<file path="config.mk">
export PLATFORM = sky130hd
export DESIGN_NAME = datapath_processador
export DESIGN_NICKNAME = d
export VERILOG_FILES = /design/src/rtl/processador_pkg.sv /design/src/rtl/datapath_processador_regn.sv /design/src/rtl/datapath_processador.sv
export SDC_FILE = /design/constraint.sdc
export NUM_CORES = 1
export LEC_CHECK = 0
export ABC_AREA = 1
export BUFFER_PORTS_ARGS = -buffer_cell sky130_fd_sc_hd__buf_2
export CAP_MARGIN = 20
export CORE_MARGIN = 4
export CORE_UTILIZATION = 55
export CTS_CLUSTER_SIZE = 25
export DETAILED_ROUTE_END_ITERATION = 7
export PLACE_DENSITY = 0.75
export SLEW_MARGIN = 20
export SYNTH_ARGS = -nofsm -noshare
export SYNTH_HDL_FRONTEND = slang
export SYNTH_SLANG_ARGS = --single-unit
</file>
<file path="constraint.sdc">
create_clock -name Clock -period 4.7 [get_ports Clock]
set_input_delay 0.235 -clock Clock [delete_from_list [all_inputs] [get_ports Clock]]
set_output_delay 0.235 -clock Clock [all_outputs]
set_load 0.01 [all_outputs]
</file>
<file path="src/rtl/processador_pkg.sv">
// Shared constants and types for the simple processor datapath and control.
package processador_pkg;

  localparam int unsigned N        = 9;
  localparam int unsigned NUM_REGS = 8;
  localparam int unsigned STEP_W   = 2;
  localparam int unsigned OP_W     = 3;
  localparam int unsigned REG_IDX_W = 3;

  // Instruction step encodings
  typedef enum logic [STEP_W-1:0] {
    T0 = 2'b00,
    T1 = 2'b01,
    T2 = 2'b10,
    T3 = 2'b11
  } step_t;

  // Opcodes
  localparam logic [OP_W-1:0] OP_MV  = 3'b000;
  localparam logic [OP_W-1:0] OP_MVI = 3'b001;
  localparam logic [OP_W-1:0] OP_ADD = 3'b010;
  localparam logic [OP_W-1:0] OP_SUB = 3'b011;

  // Instruction field positions
  localparam int unsigned OP_MSB = 8;
  localparam int unsigned OP_LSB = 6;
  localparam int unsigned RX_MSB = 5;
  localparam int unsigned RX_LSB = 3;
  localparam int unsigned RY_MSB = 2;
  localparam int unsigned RY_LSB = 0;

  // Field extraction helpers for the control unit
  function automatic logic [OP_W-1:0] get_opcode(input logic [N-1:0] ir);
    return ir[OP_MSB:OP_LSB];
  endfunction

  function automatic logic [REG_IDX_W-1:0] get_rx(input logic [N-1:0] ir);
    return ir[RX_MSB:RX_LSB];
  endfunction

  function automatic logic [REG_IDX_W-1:0] get_ry(input logic [N-1:0] ir);
    return ir[RY_MSB:RY_LSB];
  endfunction

endpackage

</file>
<file path="src/rtl/datapath_processador_regn.sv">
// N-bit load-enabled register with synchronous active-high reset.
module regn #(
  parameter int unsigned N = processador_pkg::N
) (
  input  logic         clk,
  input  logic         rst,
  input  logic         en,
  input  logic [N-1:0] d,
  output logic [N-1:0] q
);

  // Hold unless enabled; reset wins over load
  always_ff @(posedge clk) begin
    if (rst) begin
      q <= '0;
    end else if (en) begin
      q <= d;
    end
  end

endmodule

</file>
<file path="src/rtl/datapath_processador.sv">
// Processor datapath: R0..R7, A, G, IR, shared bus, add/sub ALU and step counter.
module datapath_processador #(
  parameter int unsigned N = processador_pkg::N
) (
  input  logic                              Clock,
  input  logic                              Resetn,
  input  logic [N-1:0]                      DIN,
  input  logic                              Run,
  input  logic                              Clear,
  input  logic                              Done,
  input  logic                              IRin,
  input  logic [processador_pkg::NUM_REGS-1:0] Rin,
  input  logic [processador_pkg::NUM_REGS-1:0] Rout,
  input  logic                              Ain,
  input  logic                              Gin,
  input  logic                              Gout,
  input  logic                              DINout,
  input  logic                              AddSub,
  output logic [N-1:0]                      Instrucao,
  output logic [1:0]                        Tstep,
  output logic [N-1:0]                      BusWires,
  output logic                              BusErr
);

  import processador_pkg::*;

  logic [N-1:0] r_q [NUM_REGS];
  logic [N-1:0] a_q;
  logic [N-1:0] g_q;
  logic [N-1:0] alu_res;
  step_t        step_q;
  step_t        step_nxt;

  // General-purpose registers, all loading from the shared bus
  for (genvar i = 0; i < int'(NUM_REGS); i++) begin : g_regs
    regn #(.N(N)) u_r (
      .clk (Clock),
      .rst (Resetn),
      .en  (Rin[i]),
      .d   (BusWires),
      .q   (r_q[i])
    );
  end

  regn #(.N(N)) u_a (
    .clk (Clock),
    .rst (Resetn),
    .en  (Ain),
    .d   (BusWires),
    .q   (a_q)
  );

  regn #(.N(N)) u_g (
    .clk (Clock),
    .rst (Resetn),
    .en  (Gin),
    .d   (alu_res),
    .q   (g_q)
  );

  regn #(.N(N)) u_ir (
    .clk (Clock),
    .rst (Resetn),
    .en  (IRin),
    .d   (BusWires),
    .q   (Instrucao)
  );

  // Bus source select: DIN, then G, then lowest-numbered enabled Ri
  always_comb begin
    BusWires = '0;
    if (DINout) begin
      BusWires = DIN;
    end else if (Gout) begin
      BusWires = g_q;
    end else begin
      for (int i = int'(NUM_REGS) - 1; i >= 0; i--) begin
        if (Rout[i]) begin
          BusWires = r_q[i];
        end
      end
    end
  end

  // Flag any cycle with more than one bus driver requested
  assign BusErr = ($countones({DINout, Gout, Rout}) > 1);

  // Add/sub against the pre-edge A; wraps modulo 2^N
  assign alu_res = AddSub ? (a_q - BusWires) : (a_q + BusWires);

  // Step counter state register
  always_ff @(posedge Clock) begin
    if (Resetn) begin
      step_q <= T0;
    end else begin
      step_q <= step_nxt;
    end
  end

  // Step sequencing: Clear/Done return to T0; Run only matters at T0
  always_comb begin
    step_nxt = step_q;
    if (Clear || Done) begin
      step_nxt = T0;
    end else begin
      case (step_q)
        T0:      step_nxt = Run ? T1 : T0;
        T1:      step_nxt = T2;
        T2:      step_nxt = T3;
        T3:      step_nxt = T0;
        default: step_nxt = T0;
      endcase
    end
  end

  assign Tstep = step_q;

endmodule
</file>
==> flow_metrics.py <==
metrics = {
    "setup_path": {
        "critPathCaptureType": "flip-flop",
        "cp_num_cells": 31,
        "crit_required_ns": 5.00,
        "slowest_delay_ns": 0.36,
        "reg2reg_depth": 31,
        "cpMostUsedCell": "nand2_1",
        "start_kind": "flip-flop",
        "setup.worst_path.end": "u_g.q[8]",
        "crit_family": "simple AND/OR/NAND/NOR gates",
        "critPathMaxFanout": 8,
        "crit_path_start": "g_regs[7].u_r.q[1]",
        "cpMaxStageDelayCell": "dfxtp_1",
        "rr_startpoint": "g_regs[7].u_r.q[1]",
        "rr_endpoint": "u_g.q[8]",
        "critPathArrivalTime_ns": 4.11,
        "cp_num_buf_inv": 3,
        "rrSetupSlack_ns": 0.88,
        "critPathKind": "flip-flop to flip-flop",
    },
    "floorplan": {
        "ios": 57,
        "chipWidth_um": 108,
        "die_height_um": 108,
        "initial_utilization_pct": 56.3,
        "die_area_um2": 11700,
        "num_rows": 36,
        "coreArea_um2": 9770,
    },
    "sta": {
        "tns_ns": 0,
        "setup_viol": 0,
        "max_freq_mhz": 262,
        "min_period_ns": 3.82,
        "fin_skew_ns": 0.0132,
        "worst_pin_slew_ns": 0.688,
        "final_max_slew_viol_count": 0,
        "finalCritPeriodShare_pct": 81.2,
        "rsz0062_at_grt": "no",
        "finalWorstSetupSlack_ns": 0.885,
        "finalHoldViolations": 0,
        "relSlewSlack_pct": 54.0,
    },
    "cells_and_area": {
        "finish.utilization_pct": 61.2,
        "finalInstanceArea_um2": 5980,
        "final_common_cell": "inv_1",
        "nFillCells": 966,
        "layout.nets": 901,
        "drive_gt1_share_pct": 11.1,
        "layout_common_cells": "173 x inv_1, 159 x nand2_1, 101 x dfxtp_1, 96 x a21oi_1, 67 x o21ai_0",
        "area_growth_pct": 8.56,
        "diodes": 0,
    },
    "synth": {
        "synth_top_area_share_pct": 36.7,
        "synth_nets": 873,
        "yosysTopAreaCell": "dfxtp_1",
        "synth_cell_types": 33,
        "synthCells": 817,
        "synth-seq-cells": 101,
        "yosys_warnings": 0,
        "synth_area_leaders": "dfxtp_1 37%, inv_1 12%, nand2_1 11%, a21oi_1 8.7%, o21ai_0 6.1%",
        "seq_area_frac_synth_pct": 36.7,
        "syn_avg_cell_area_um2": 6.74,
        "synthesis.area_um2": 5510,
    },
    "cts": {
        "clock_path_buffers": 2,
        "clk_pin_slew_worst_paths_ns": 0.11,
        "cts_hold_buffers": 0,
        "ctsResizeCount": 0,
        "htree_levels": 3,
        "clock_latency_ns": 0.39,
        "clock_sinks": 101,
        "cts-buffers-inserted": 9,
        "cts_tree": "built",
        "root_buffer": "clkbuf_8",
        "post_cts_buffers": 0,
    },
    "pwr": {
        "ir_drop_mv": 0.194,
        "p_per_area_nw_per_um2": 335,
        "p_leak_uw": 0.00336,
    },
    "grt": {
        "track_usage_pct": 26.1,
        "overflow": 0,
        "grt_pass1_vias": 4951,
        "grt_start_max_net_pins": 61,
        "antenna_found_initial": 0,
        "grt_pass1_wl_um": 24000,
    },
    "routing": {
        "ant_nets": 0,
        "vias": 5229,
        "wl_per_cell_um": 14.8,
        "drc": 0,
        "wirelength_um": 14500,
        "drt_first_pass_iters": 6,
        "viasPerCell": 5.32,
        "drt-initial-drc-count": 436,
    },
    "placement": {
        "port_buffers": 56,
        "post-place-ws_ns": 0.760,
        "place_congestion": 0.886,
        "hpwlAfterDp_um": 10100,
        "placed_area_um2": 5800,
    },
    "run": {
        "drv_cap": 0,
    },
    "hold_path": {
        "hold_class": "input pin to flip-flop",
        "hold_path_depth": 3,
    },
    "status": {
        "status": "finished, final reports clean",
    },
}
[sequential cells by signal, summed over array words and instances (netlist names)]
register	flops
Tstep	2
g_regs.u_r.q	72
u_a.q	9
u_g.q	9
u_ir.q	9
[cells in the mapped netlist, drive strengths merged]
library cell	n
buf	11
o21ai	71
inv	178
nor2	57
a211o	1
ha	13
nand4	1
clkbuf	32
a211oi	1
fa	7
nand3b	1
nand3	25
a21o	1
nor3	1
xor2	5
nand2	166
a21boi	2
dfxtp	101
o211ai	39
mux2i	1
xnor2	5
a21oi	96
clkinv	2
[layer usage]
metal	wire, µm	GRT usage [%]	vias to the layer above
li1	-	-	2599
met1	6220	33.9	2375
met2	6720	42.8	207
met3	1020	4.42	48
met4	541	11.7	0
met5	0	0	-
[cell type report]
| class | count | area (µm²) | area share [%] |
|---|---|---|---|
| multi-input combinational | 493 | 2620 | 43.8 |
| clock inverter | 7 | 57.6 | 0.963 |
| tap | 133 | 166 | 2.78 |
| sequential | 101 | 2020 | 33.8 |
| inverter | 180 | 678 | 11.3 |
| timing repair buffer | 60 | 310 | 5.19 |
| clock buffer | 9 | 124 | 2.07 |
[metrics by stage]
step           power, µW  std cells  hold slack [ns]
6_report            2000        983           0.0943
4_1_cts             2000        983           0.0907
2_1_floorplan       1330        817            0.325
3_3_place_gp        1460        967            0.460
5_1_grt             2120        983            0.121
3_5_place_dp        1470        967            0.466
[worst min path at each step]
stage	start	to
3_5_place_dp	g_regs[0].u_r.q[3]	g_regs[0].u_r.q[3]
5_1_grt	Done	Tstep[1]
2_1_floorplan	Gin	u_g.q[0]
6_report	Run	Tstep[0]
4_1_cts	Run	Tstep[0]
3_3_place_gp	u_ir.q[1]	u_ir.q[1]
[where the power goes]
| part | internal (µW) | leakage (µW) | switching [µW] | total (µW) |
|---|---|---|---|---|
| sequential | 925 | 0.000838 | 30.9 | 956 |
| clock | 201 | 0.0000934 | 340 | 541 |
| combinational | 177 | 0.00242 | 329 | 506 |
[tightest hold or removal path, stage by stage]
cell and delay [ns]:
buf_2 0.08, mux2i_1 0.06, nor2_1 0.07
[cells by family after synthesis]
| group | after synthesis | share of synthesized area [%] |
|---|---|---|
| xor+xnor | 10 | 1.59 |
| mux | 1 | 0.182 |
| compound gates | 211 | 21.7 |
| simple gates | 251 | 18.6 |
| fa+ha+maj | 20 | 5.50 |
| buf+inv | 223 | 15.7 |
| flops | 101 | 36.7 |
(Power assumes the default switching activity.)
